**src/rtl/gate_op_pkg.sv**
```systemverilog
// Shared opcode and FSM state encodings for the gate-op arbiter slice.
package gate_op_pkg;

  localparam int unsigned OP_W = 3;
  localparam int unsigned ST_W = 2;

  localparam logic [OP_W-1:0] OP_AND  = 3'd0;
  localparam logic [OP_W-1:0] OP_OR   = 3'd1;
  localparam logic [OP_W-1:0] OP_NAND = 3'd2;
  localparam logic [OP_W-1:0] OP_NOR  = 3'd3;
  localparam logic [OP_W-1:0] OP_XOR  = 3'd4;

  localparam logic [ST_W-1:0] ST_IDLE  = 2'd0;
  localparam logic [ST_W-1:0] ST_GRANT = 2'd1;
  localparam logic [ST_W-1:0] ST_EXEC  = 2'd2;
  localparam logic [ST_W-1:0] ST_HOLD  = 2'd3;

endpackage

```
**src/rtl/gate_unit_vec.sv**
```systemverilog
// Combinational WIDTH-bit bitwise gate unit built from per-bit gate primitives.
module gate_unit_vec
  import gate_op_pkg::*;
#(
  parameter int unsigned WIDTH = 8
) (
  input  logic [OP_W-1:0]  op,
  input  logic [WIDTH-1:0] a,
  input  logic [WIDTH-1:0] b,
  output logic [WIDTH-1:0] y,
  output logic             err
);

  logic [WIDTH-1:0] w_and;
  logic [WIDTH-1:0] w_or;
  logic [WIDTH-1:0] w_nand;
  logic [WIDTH-1:0] w_nor;
  logic [WIDTH-1:0] w_xor;

  for (genvar g = 0; g < int'(WIDTH); g++) begin : g_bit
    and  u_and  (w_and[g],  a[g], b[g]);
    or   u_or   (w_or[g],   a[g], b[g]);
    nand u_nand (w_nand[g], a[g], b[g]);
    nor  u_nor  (w_nor[g],  a[g], b[g]);
    xor  u_xor  (w_xor[g],  a[g], b[g]);
  end

  // Illegal opcodes yield zero data with the error flag raised.
  always_comb begin
    y   = '0;
    err = 1'b0;
    case (op)
      OP_AND:  y = w_and;
      OP_OR:   y = w_or;
      OP_NAND: y = w_nand;
      OP_NOR:  y = w_nor;
      OP_XOR:  y = w_xor;
      default: err = 1'b1;
    endcase
  end

endmodule

```
**src/rtl/gate_op_arbiter.sv**
```systemverilog
// Round-robin arbiter/sequencer sharing one gate_unit_vec among NREQ requesters,
// returning a registered, ID-tagged result over a valid/ready handshake.
module gate_op_arbiter
  import gate_op_pkg::*;
#(
  parameter  int unsigned WIDTH = 8,
  parameter  int unsigned NREQ  = 4,
  localparam int unsigned IDW   = $clog2(NREQ)
) (
  input  logic                  clk,
  input  logic                  rst,
  input  logic [NREQ-1:0]       req,
  input  logic [OP_W*NREQ-1:0]  op,
  input  logic [WIDTH*NREQ-1:0] a,
  input  logic [WIDTH*NREQ-1:0] b,
  output logic [NREQ-1:0]       gnt,
  output logic                  busy,
  output logic                  res_valid,
  input  logic                  res_ready,
  output logic [WIDTH-1:0]      res_data,
  output logic [IDW-1:0]        res_id,
  output logic                  res_err
);

  logic [ST_W-1:0]  r_state;
  logic [IDW-1:0]   r_ptr;
  logic [IDW-1:0]   r_id;
  logic [OP_W-1:0]  r_op;
  logic [WIDTH-1:0] r_a;
  logic [WIDTH-1:0] r_b;

  logic [ST_W-1:0]  w_state_nxt;
  logic [IDW-1:0]   w_ptr_nxt;
  logic [IDW-1:0]   w_id_nxt;
  logic [OP_W-1:0]  w_op_nxt;
  logic [WIDTH-1:0] w_a_nxt;
  logic [WIDTH-1:0] w_b_nxt;
  logic [NREQ-1:0]  w_gnt_nxt;
  logic             w_valid_nxt;
  logic [WIDTH-1:0] w_data_nxt;
  logic [IDW-1:0]   w_rid_nxt;
  logic             w_err_nxt;

  logic [IDW-1:0]   w_win;
  logic [WIDTH-1:0] w_y;
  logic             w_err;

  logic [OP_W-1:0]  w_op_arr [NREQ];
  logic [WIDTH-1:0] w_a_arr  [NREQ];
  logic [WIDTH-1:0] w_b_arr  [NREQ];

  for (genvar g = 0; g < int'(NREQ); g++) begin : g_unpack
    assign w_op_arr[g] = op[OP_W*g +: OP_W];
    assign w_a_arr[g]  = a[WIDTH*g +: WIDTH];
    assign w_b_arr[g]  = b[WIDTH*g +: WIDTH];
  end

  // First active request found scanning upward from r_ptr, wrapping at NREQ.
  always_comb begin : p_rr_pick
    logic           found;
    logic [IDW-1:0] idx;
    found = 1'b0;
    idx   = '0;
    w_win = '0;
    for (int i = 0; i < int'(NREQ); i++) begin
      idx = IDW'((int'(r_ptr) + i) % int'(NREQ));
      if (!found && req[idx]) begin
        found = 1'b1;
        w_win = idx;
      end
    end
  end

  gate_unit_vec #(.WIDTH(WIDTH)) u_gate (
    .op  (r_op),
    .a   (r_a),
    .b   (r_b),
    .y   (w_y),
    .err (w_err)
  );

  always_comb begin
    w_state_nxt = r_state;
    w_ptr_nxt   = r_ptr;
    w_id_nxt    = r_id;
    w_op_nxt    = r_op;
    w_a_nxt     = r_a;
    w_b_nxt     = r_b;
    w_gnt_nxt   = '0;
    w_valid_nxt = res_valid;
    w_data_nxt  = res_data;
    w_rid_nxt   = res_id;
    w_err_nxt   = res_err;
    case (r_state)
      ST_IDLE: begin
        if (|req) begin
          w_id_nxt    = w_win;
          w_op_nxt    = w_op_arr[w_win];
          w_a_nxt     = w_a_arr[w_win];
          w_b_nxt     = w_b_arr[w_win];
          w_gnt_nxt   = NREQ'(1) << w_win;
          w_ptr_nxt   = (w_win == IDW'(NREQ - 1)) ? '0 : w_win + IDW'(1);
          w_state_nxt = ST_GRANT;
        end
      end
      ST_GRANT: w_state_nxt = ST_EXEC;
      ST_EXEC: begin
        w_data_nxt  = w_y;
        w_err_nxt   = w_err;
        w_rid_nxt   = r_id;
        w_valid_nxt = 1'b1;
        w_state_nxt = ST_HOLD;
      end
      ST_HOLD: begin
        if (res_ready) begin
          w_valid_nxt = 1'b0;
          w_state_nxt = ST_IDLE;
        end
      end
      default: w_state_nxt = ST_IDLE;
    endcase
  end

  always_ff @(posedge clk or posedge rst) begin
    if (rst) begin
      r_state   <= ST_IDLE;
      r_ptr     <= '0;
      r_id      <= '0;
      r_op      <= '0;
      r_a       <= '0;
      r_b       <= '0;
      gnt       <= '0;
      busy      <= 1'b0;
      res_valid <= 1'b0;
      res_data  <= '0;
      res_id    <= '0;
      res_err   <= 1'b0;
    end else begin
      r_state   <= w_state_nxt;
      r_ptr     <= w_ptr_nxt;
      r_id      <= w_id_nxt;
      r_op      <= w_op_nxt;
      r_a       <= w_a_nxt;
      r_b       <= w_b_nxt;
      gnt       <= w_gnt_nxt;
      busy      <= (w_state_nxt != ST_IDLE);
      res_valid <= w_valid_nxt;
      res_data  <= w_data_nxt;
      res_id    <= w_rid_nxt;
      res_err   <= w_err_nxt;
    end
  end

endmodule

```
**config.mk**
```make
export PLATFORM = sky130hd
export DESIGN_NAME = gate_op_arbiter
export DESIGN_NICKNAME = d
export VERILOG_FILES = /design/src/rtl/gate_op_pkg.sv /design/src/rtl/gate_unit_vec.sv /design/src/rtl/gate_op_arbiter.sv
export SDC_FILE = /design/constraint.sdc
export NUM_CORES = 1
export LEC_CHECK = 0
export CORE_ASPECT_RATIO = 1.5
export CORE_MARGIN = 2
export CORE_UTILIZATION = 57
export CTS_CLUSTER_SIZE = 16
export DETAILED_ROUTE_END_ITERATION = 6
export DONT_BUFFER_PORTS = 1
export GPL_TIMING_DRIVEN = 0
export PLACE_DENSITY = 0.75
export SETUP_SLACK_MARGIN = 0.4
export SKIP_CTS_REPAIR_TIMING = 1
export SYNTH_ARGS = -nofsm -noshare
export SYNTH_HDL_FRONTEND = slang
export SYNTH_HIERARCHICAL = 1
export SYNTH_SLANG_ARGS = --single-unit
```
**constraint.sdc**
```tcl
create_clock -name clk -period 1.7 [get_ports clk]
set_input_delay 0.17 -clock clk [delete_from_list [all_inputs] [get_ports clk]]
set_output_delay 0.17 -clock clk [all_outputs]
set_load 0.005 [all_outputs]
```
==> Yosys cells after proc, flatten, opt, wreduce, memory -nomap -nowiden <==
Index checks and enable logic that the tools add are counted.
{ "totals": {"regBits": 42, "inputBits": 83, "output_inout_bits": 17, "elab_cells": 120} }
{ "classes": {"addsub": 4, "order_cmp": 5, "n_eq_ne": 9, "shifts": 1, "mux": 34, "bitwise_logic": 41, "reduce_logical": 14} }
{ "op_table": {"columns": ["cell", "n"], "rows": [
  ["case mux 8 bit (5 select lines)", 1],
  ["binary-select mux 8 bit (select 2 bit)", 2],
  ["two-way mux 8 bit", 4],
  ["NOT 1 bit", 16],
  ["two-way mux 2 bit", 7],
  ["< comparator 2 x 3 -> 1 bit (second input constant)", 4],
  ["two-way mux 1 bit", 9],
  ["AND 1 bit", 8],
  ["binary-select mux 1 bit (select 2 bit)", 4],
  ["two-way mux 4 bit", 2],
  ["bitwise OR 1 bit", 8],
  ["case mux 2 bit (4 select lines)", 1],
  ["XOR 1 bit", 8],
  ["binary-select mux 3 bit (select 2 bit)", 1],
  ["equality test 2 bit (second input constant)", 3],
  ["equality test 3 x 2 -> 1 bit (second input constant)", 2],
  ["two-way mux 3 bit", 2],
  ["OR reduction 5 bit", 1],
  ["adder 2 x 1 -> 2 bit (second input constant)", 2],
  ["adder 2 bit (second input constant)", 2],
  ["AND reduction 2 bit", 2],
  ["nonzero test 2 bit", 2],
  ["OR reduction 4 bit", 1],
  ["left shift 1 x 2 -> 4 bit (first input constant)", 1],
  ["11 further kinds", 15]
]} }

==> Longest topological paths before layout <==
Gate-level depths: netlist (run 1).
{ "depth": {"depth_word": 16, "mapped_depth": 10, "mapped_depth_nobuf": 8} }

==> Cells and area by module <==
Netlist (run 1), hierarchy kept.
{ "modules_own_cells": {"columns": ["module", "instances", "cells_each", "area_each_um2", "seq_area_each_um2"], "rows": [
  ["gate_op_arbiter", 1, 187, 2177.1, 1051.0],
  ["gate_unit_vec", 1, 85, 571.8, 0.0]
]} }

==> Worst setup path before layout (run 1) <==
OpenSTA, ideal clock, no wires.
{ "synth_timing": {"kind": "register -> register", "startpoint": "register r_ptr[0]", "endpoint": "register r_ptr[1]", "setup_time_ns": 0.117, "t_arrival_ns": 1.535, "required_ns": 1.583, "slack_ns": 0.048, "path_stages_with_launch": 10, "n_path_buf": 2, "period_less_slack_ns": 1.652, "cell_sequence": "dfrtp_1 > nor2b_4 > a21o_1 > a211o_1 > buf_6 > buf_6 > inv_1 > ha_1 > nand2_1 > nand2_1"} }
{ "synth_between": {"elab_chain_cells": 14, "word_cells_on_any_way": 27, "classes_between": "add/sub (4); eq/ne (1); mux (16); reduce/logical (6)"} }
{ "synth_lines": {"columns": ["item", "line", "source"], "rows": [
  ["start: declaration", "gate_op_arbiter.sv:26", "logic [IDW-1:0] r_ptr;"],
  ["start signal: assignment", "gate_op_arbiter.sv:140", "r_ptr <= w_ptr_nxt;"],
  ["parallel branches: the longest is 11 deep, another holds adder 2 x 1 -> 2 bit", null, null],
  ["two-way mux 2 bit (*)", "gate_op_arbiter.sv:67", "if (!found && req[idx]) begin"],
  ["adder 2 x 1 -> 2 bit / equality test 2 bit (equally long branches)", "gate_op_arbiter.sv:102", "w_ptr_nxt = (w_win == IDW'(NREQ - 1)) ? '0 : w_win + IDW'(1);"],
  ["two-way mux 2 bit (*)", "gate_op_arbiter.sv:102", null]
]} }
Every way passes the cells marked *. The select of a mux whose other input is x is not followed.
A chain may end at the register's enable or synchronous reset.

==> Worst setup path after layout (run 1) <==
{ "layout_timing": {"startpoint": "register r_ptr[0]", "endpoint": "register r_op[0]"} }
{ "layout_between": {"elab_chain_cells": 16, "word_cells_on_any_way": 28, "classes_between": "add/sub (3); mux (18); bitwise (1); reduce/logical (6)"} }
{ "layout_lines": {"columns": ["item", "line", "source"], "rows": [
  ["parallel branches: the longest is 11 deep, another holds adder 2 x 1 -> 2 bit", null, null],
  ["two-way mux 2 bit (*)", "gate_op_arbiter.sv:67", null],
  ["NOT 2 -> 3 bit (not written as such) (*)", "gate_op_arbiter.sv:98", "w_op_nxt = w_op_arr[w_win];"],
  ["binary-select mux 3 bit (select 2 bit) (*)", "gate_op_arbiter.sv:98", null],
  ["two-way mux 3 bit (not written as such) (*) (2 in a row)", "gate_op_arbiter.sv:98", null],
  ["end signal: assignment", "gate_op_arbiter.sv:142", "r_op <= w_op_nxt;"],
  ["end: declaration", "gate_op_arbiter.sv:28", "logic [OP_W-1:0] r_op;"]
]} }
Marked as above.

==> results of run 1 <==
-- routing by layer --
| metal | up-vias | track usage |
|---|---|---|
| li1 | 998 | - |
| met4 | 0 | 0.0929 |
| met1 | 1050 | 0.317 |
| met5 | - | 0 |
| met2 | 89 | 0.400 |
| met3 | 10 | 0.0449 |
-- per-stage QoR --
stage                     TNS [ns]  hold slack (ns)  utilization  setup WS (ns)
final                            0           0.0331        0.699         0.0218
after global routing        -0.374           0.0421        0.699        -0.0565
after CTS                  -0.0473          -0.0281        0.634        -0.0276
after floorplan                  0            0.340            -          0.169
after detailed placement   -0.0200            0.293        0.603        -0.0119
after global placement           0            0.346        0.603         0.0374
-- Yosys cell counts, types with 2 or more instances --
master,instances
nand3_1,7
dfrtp_1,42
buf_6,7
nor2b_1,2
a21o_1,2
and3_1,3
buf_2,3
mux2_2,11
inv_1,21
a21oi_1,3
nor3_1,2
o21ai_0,9
a211o_1,3
nand2b_1,5
buf_4,3
mux2i_1,38
or4_1,6
ha_1,18
and2_1,7
nand2_1,36
o221ai_1,19
nor2_1,11
or2b_1,2
a21boi_0,2
-- cell families after synthesis --
family          Yosys count
flops                    42
buf+inv                  37
compound gates           40
mux                      49
fa+ha+maj                18
simple gates             86
-- critical path, delay by kind of cell (launching register included) --
| family | cells | cell delay [ns] |
|---|---|---|
| AO/OA/AOI/OAI | 3 | 0.57 |
| buffers and inverters | 2 | 0.30 |
| AND/OR/NAND/NOR | 1 | 0.06 |
| multiplexers | 1 | 0.19 |
| flip-flops | 1 | 0.42 |
-- cells in the final DEF (no fill, tap or decap), types with 8 or more instances in the layout --
master / count
dfrtp_1: 38
buf_4: 13
o221ai_1: 19
nand2_1: 36
mux2i_1: 28
ha_2: 8
mux2i_2: 9
ha_1: 9
nor2_1: 10
inv_1: 17
mux2_4: 8
-- registers in the layout, indices dropped and copies added (netlist names) --
signal and count:
busy 1, gnt 4, r_a 8, r_b 8, r_id 2, r_op 3
r_ptr 2, r_state 2, res_data 8, res_err 1, res_id 2, res_valid 1
-- power groups by stage --
stage                     combinational (mW)  sequential (mW)  clock, mW
final                                   3.51             1.86      0.991
after global routing                    3.84             1.91       1.04
after CTS                               2.72             1.84      0.997
after detailed placement                2.69             1.86          0
after global placement                  2.62             1.85          0
after floorplan                         2.20             1.74          0
-- final timing paths --
| kind | from | to | cells after the start |
|---|---|---|---|
| max in group asynchronous | rst | r_state[1] | 2 |
| worst min register to register | r_id[1] | r_id[1] | 2 |
| worst max-delay path | r_ptr[0] | r_op[0] | 7 |
| min in group asynchronous | rst | res_id[0] | 2 |
| worst max register to register | r_ptr[0] | r_op[0] | 7 |
| worst min-delay path | res_ready | r_state[0] | 3 |
-- cell type report --
cell class / count / area (um2)
Inverter: 22 / 87.6
Timing Repair Buffer: 11 / 88.8
Multi-Input combinational cell: 193 / 1670
Buffer: 15 / 183
Fill cell: 373 / 1420
Sequential cell: 42 / 1060
Tap cell: 66 / 82.6
Clock inverter: 2 / 60.1
Clock buffer: 6 / 82.6
==> results.yml, run 1 <==
status:
  status: "finished, final reports clean"
sta:
  fmax_mhz: 596
  min_period_ns: 1.68
  rsz0062_at_grt: "true"
  setup_viol: 0
  final_hold_viol_count: 0
  finClkSkew_ns: 0.00437
  relSlewSlack: 0.416
  worstMarginPinSlew_ns: 0.875
  timing.final.crit_share: 0.987
  drv_slew: 0
synthesis:
  synth_compound_area_frac: 0.114
  synth_top_family_by_area: "multiplexers"
  synthTopCellsByArea: "dfrtp_1, mux2i_1, ha_1"
  yosysWarnings: 6
  yosysTopAreaCell: "dfrtp_1"
  syn_nets: 373
  synth.top_cell.area_share: 0.382
  ys.flop_type: "dfrtp_1"
  syn_area_per_cell_um2: 10.1
  synth_enable_flop_cells: 0
  synth_mux_area_frac: 0.183
  ys_types: 34
  netlist_instances: 272
  netlist_area_um2: 2750
  synth_xor_area_frac: 0
  seq_area_frac_synth: 0.382
  ys_async_sr_fraction: 1.00
  synthAdderAreaFrac: 0.0819
  synthSimpleGateAreaFrac: 0.163
  ys_seq_elements: 42
global_route:
  grt_max_degree: 43
  grt_pass1_vias: 1970
  grt_antenna_before_repair: 0
  grt-ovfl-total: 0
  gr-usage-all-layers: 0.244
  grt_first_pass_wirelength_um: 9630
final_layout:
  n_antenna_cell: 0
  layout.nets: 391
  syn_to_final_growth_pct: 20.3
  stdcell_count: 357
  fin_area_um2: 3310
  drive_gt1_frac: 0.320
setup_path:
  slowest_stage: "dfrtp_1"
  max_stage_delay_ns: 0.42
  worstPathRequired_ns: 1.86
  arrival_ns: 1.84
  worst-setup-path-type: "flip-flop to flip-flop"
  crit_path_end_kind: "flip-flop"
  crit_path_cell_trace: "nor2b_4 -> a21o_1 -> a211o_1 -> buf_6 -> buf_12 -> mux2i_2 -> o221ai_1"
  cp_max_fo: 10
  ff2ff_setup_slack_ns: 0.02
  cp-start-kind: "flip-flop"
pwr:
  power_density_nw_per_um2: 1920
  internal_power_mw: 3.96
  combinationalPowerShare: 0.552
  peakVddDrop_uv: 1430
  finalPower_mw: 6.37
  p_clk_frac: 0.156
  p_seq_frac: 0.293
  p_sw_mw: 2.41
  leakage_nw: 1.63
  swShare: 0.378
clock_tree:
  clk_pin_slew_ns: 0.08
  clock_path_buffers: 2
  cts-htree-levels: 2
  clock_latency_ns: 0.30
  cts_tree: "done"
  clockRootBuffer: "clkbuf_8"
  numClockSinks: 42
  cts_buffers: 5
placed_design:
  place_area_um2: 2860
  dpl.cell_count: 338
  portBuffers: 0
  hpwl_um: 4710
  place.gp.congestion: 0.762
die:
  fp.coreArea_um2: 4730
  start_util: 0.581
  die_area_um2: 5410
  rows: 31
  io_pins: 100
  die_h_um: 89.1
  die_w_um: 60.7
drt:
  firstDrtPassIters: 4
  ant_nets: 0
  drc: 0
  highest-signal-layer: "met4"
  post_drt_wl_per_cell_um: 19.6
  wl_met1_um: 2600
  drtIter0Drc: 140
  wl_met3_um: 498
  viasPerCell: 6.01
  wl_met2_um: 3780
  wl_um: 6980
  vias: 2147
worst_hold_path:
  min-delay-path-class: "input port to flip-flop"
job:
  maxCapViolCount: 0
Note: power is estimated with default switching activity, not from simulation.
==> run 2, diff against run 1 <==
--- a/config.mk
+++ b/config.mk
@@ -7,12 +7,13 @@
 export LEC_CHECK = 0
 export CORE_ASPECT_RATIO = 1.5
 export CORE_MARGIN = 2
-export CORE_UTILIZATION = 57
+export CORE_UTILIZATION = 60
+export CTS_BUF_LIST = sky130_fd_sc_hd__clkbuf_8
 export CTS_CLUSTER_SIZE = 16
 export DETAILED_ROUTE_END_ITERATION = 6
 export DONT_BUFFER_PORTS = 1
 export GPL_TIMING_DRIVEN = 0
-export PLACE_DENSITY = 0.75
+export PLACE_DENSITY = 0.79
 export SETUP_SLACK_MARGIN = 0.4
 export SKIP_CTS_REPAIR_TIMING = 1
 export SYNTH_ARGS = -nofsm -noshare
==> results.yml, run 2 (synthesized netlist as in run 1, its figures left out) <==
status:
  status: "finished with violations"
  violations: "hold timing"
clock_tree:
  cts-htree-levels: 2
  clk_pin_slew_ns: 0.08
  numClockSinks: 42
  clock_path_buffers: 2
  clock_latency_ns: 0.30
  clockRootBuffer: "clkbuf_8"
  cts_buffers: 5
  cts_tree: "done"
sta:
  fmax_mhz: 591
  worstMarginPinSlew_ns: 0.882
  fin_hold_ws_ns: -0.0721
  fin_ws_ns: 0.00705
  setup_viol: 0
  drv_slew: 0
  final_hold_viol_count: 42
  rsz0062_at_grt: "true"
  relSlewSlack: 0.411
  finClkSkew_ns: 0.00444
  timing.final.crit_share: 0.996
  min_period_ns: 1.69
pwr:
  peakVddDrop_uv: 1310
  leakage_nw: 1.75
  power_density_nw_per_um2: 1910
drt:
  firstDrtPassIters: 4
  drtIter0Drc: 86
  drc: 0
  wl_met2_um: 3930
  post_drt_wl_per_cell_um: 20.3
  highest-signal-layer: "met4"
  viasPerCell: 6.20
  wl_um: 7180
  wl_met1_um: 2730
  ant_nets: 0
  vias: 2195
  wl_met3_um: 385
final_layout:
  drive_gt1_frac: 0.366
  largestRegisters: "r_a (8), r_b (8), res_data (8)"
  final_common_cell: "dfrtp_1"
  fill_cells: 290
  multi_input_area_um2: 1710
  n_antenna_cell: 0
  utilization: 0.774
  syn_to_final_growth_pct: 25.8
  stdcell_count: 354
  ff_latch_area_um2: 1060
  layout_common_cells: "dfrtp_1, mux2i_1, nand2_1"
  layout.nets: 406
placed_design:
  dpl.cell_count: 320
  pre_cts_slack_ns: -0.0341
  hpwl_um: 4560
  portBuffers: 0
  place.gp.congestion: 0.750
setup_path:
  critical_path_buf_inv_count: 4
  cp_max_fo: 10
  cp.depth: 10
  cp-start-kind: "flip-flop"
  worstPathRequired_ns: 1.89
  crit_path_end_kind: "flip-flop"
  cpLargestDelayFamily: "flip-flops"
  max_stage_delay_ns: 0.43
  ff2ff_setup_slack_ns: 0.007
  reg2regPathDepth: 10
  worst-setup-path-type: "flip-flop to flip-flop"
  arrival_ns: 1.88
  slowest_stage: "dfrtp_1"
  timing.rr.end: "r_ptr[0]"
  crit_path_cell_trace: "nand2b_4 -> a21oi_2 -> a211o_1 -> buf_6 -> buf_12 -> inv_8 -> ha_4 -> inv_2 -> nand3_1 -> o21ai_1"
  r2r-start: "r_ptr[0]"
  crit_start: "r_ptr[0]"
global_route:
  grt_max_degree: 43
  grt-ovfl-total: 0
  grt_antenna_before_repair: 0
  gr-usage-all-layers: 0.256
  grt_pass1_vias: 2055
  grt_first_pass_wirelength_um: 9880
die:
  die_h_um: 86.9
  start_util: 0.615
  die_w_um: 59.3
  die_area_um2: 5150
  io_pins: 100
  fp.coreArea_um2: 4470
  rows: 30
job:
  maxCapViolCount: 0
worst_hold_path:
  min-delay-path-class: "input port to asynchronous set/reset pin"
==> run 2: through the flow <==
stage | cell area (um2) | hold WS [ns] | setup TNS [ns] | total power, mW
after floorplan | 2770 | 0.340 | 0 | 3.95
after global placement | 2830 | 0.345 | 0 | 4.48
after detailed placement | 2830 | 0.285 | -0.0557 | 4.56
after CTS | 2930 | -0.0325 | -0.294 | 5.25
after global routing | 3460 | 0.00868 | -0.774 | 7.00
final | 3460 | -0.0721 | 0 | 6.59
==> run 2: worst max path at each step <==
stage / to
global route: r_ptr[0]
global placement: r_a[6]
CTS: r_b[2]
finish: r_ptr[0]
detailed placement: r_b[2]
floorplan: r_ptr[1]
==> run 2: routing by layer <==
layer,vias up,global-route usage
li1,1031,-
met1,1081,0.322
met2,74,0.428
met3,9,0.0461
met4,0,0.101
met5,-,0
==> run 2: final cells by class <==
| class | count | share of cell area |
|---|---|---|
| inverters | 22 | 0.0260 |
| plain buffers | 15 | 0.0554 |
| multi-input cells | 193 | 0.495 |
| clock inverters | 2 | 0.00362 |
| clock buffers | 6 | 0.0239 |
| well taps | 48 | 0.0174 |
| flip-flops and latches | 42 | 0.305 |
| repair buffers | 26 | 0.0738 |
==> run 2: where the power goes <==
group          internal [mW]  leakage, nW  switching, mW  total, mW
combinational           2.21         1.18           1.81       4.02
clock                  0.327       0.0472          0.362      0.689
sequential              1.46        0.519          0.420       1.88
==> run 2: worst register-to-register path, delay by kind of cell (launching register included) <==
family,cells,cell delay [ns]
DFF,1,0.43
buffers and inverters,4,0.41
AOI/OAI and AO/OA,3,0.38
and+or+nand+nor,2,0.24
adders and majority gates,1,0.11
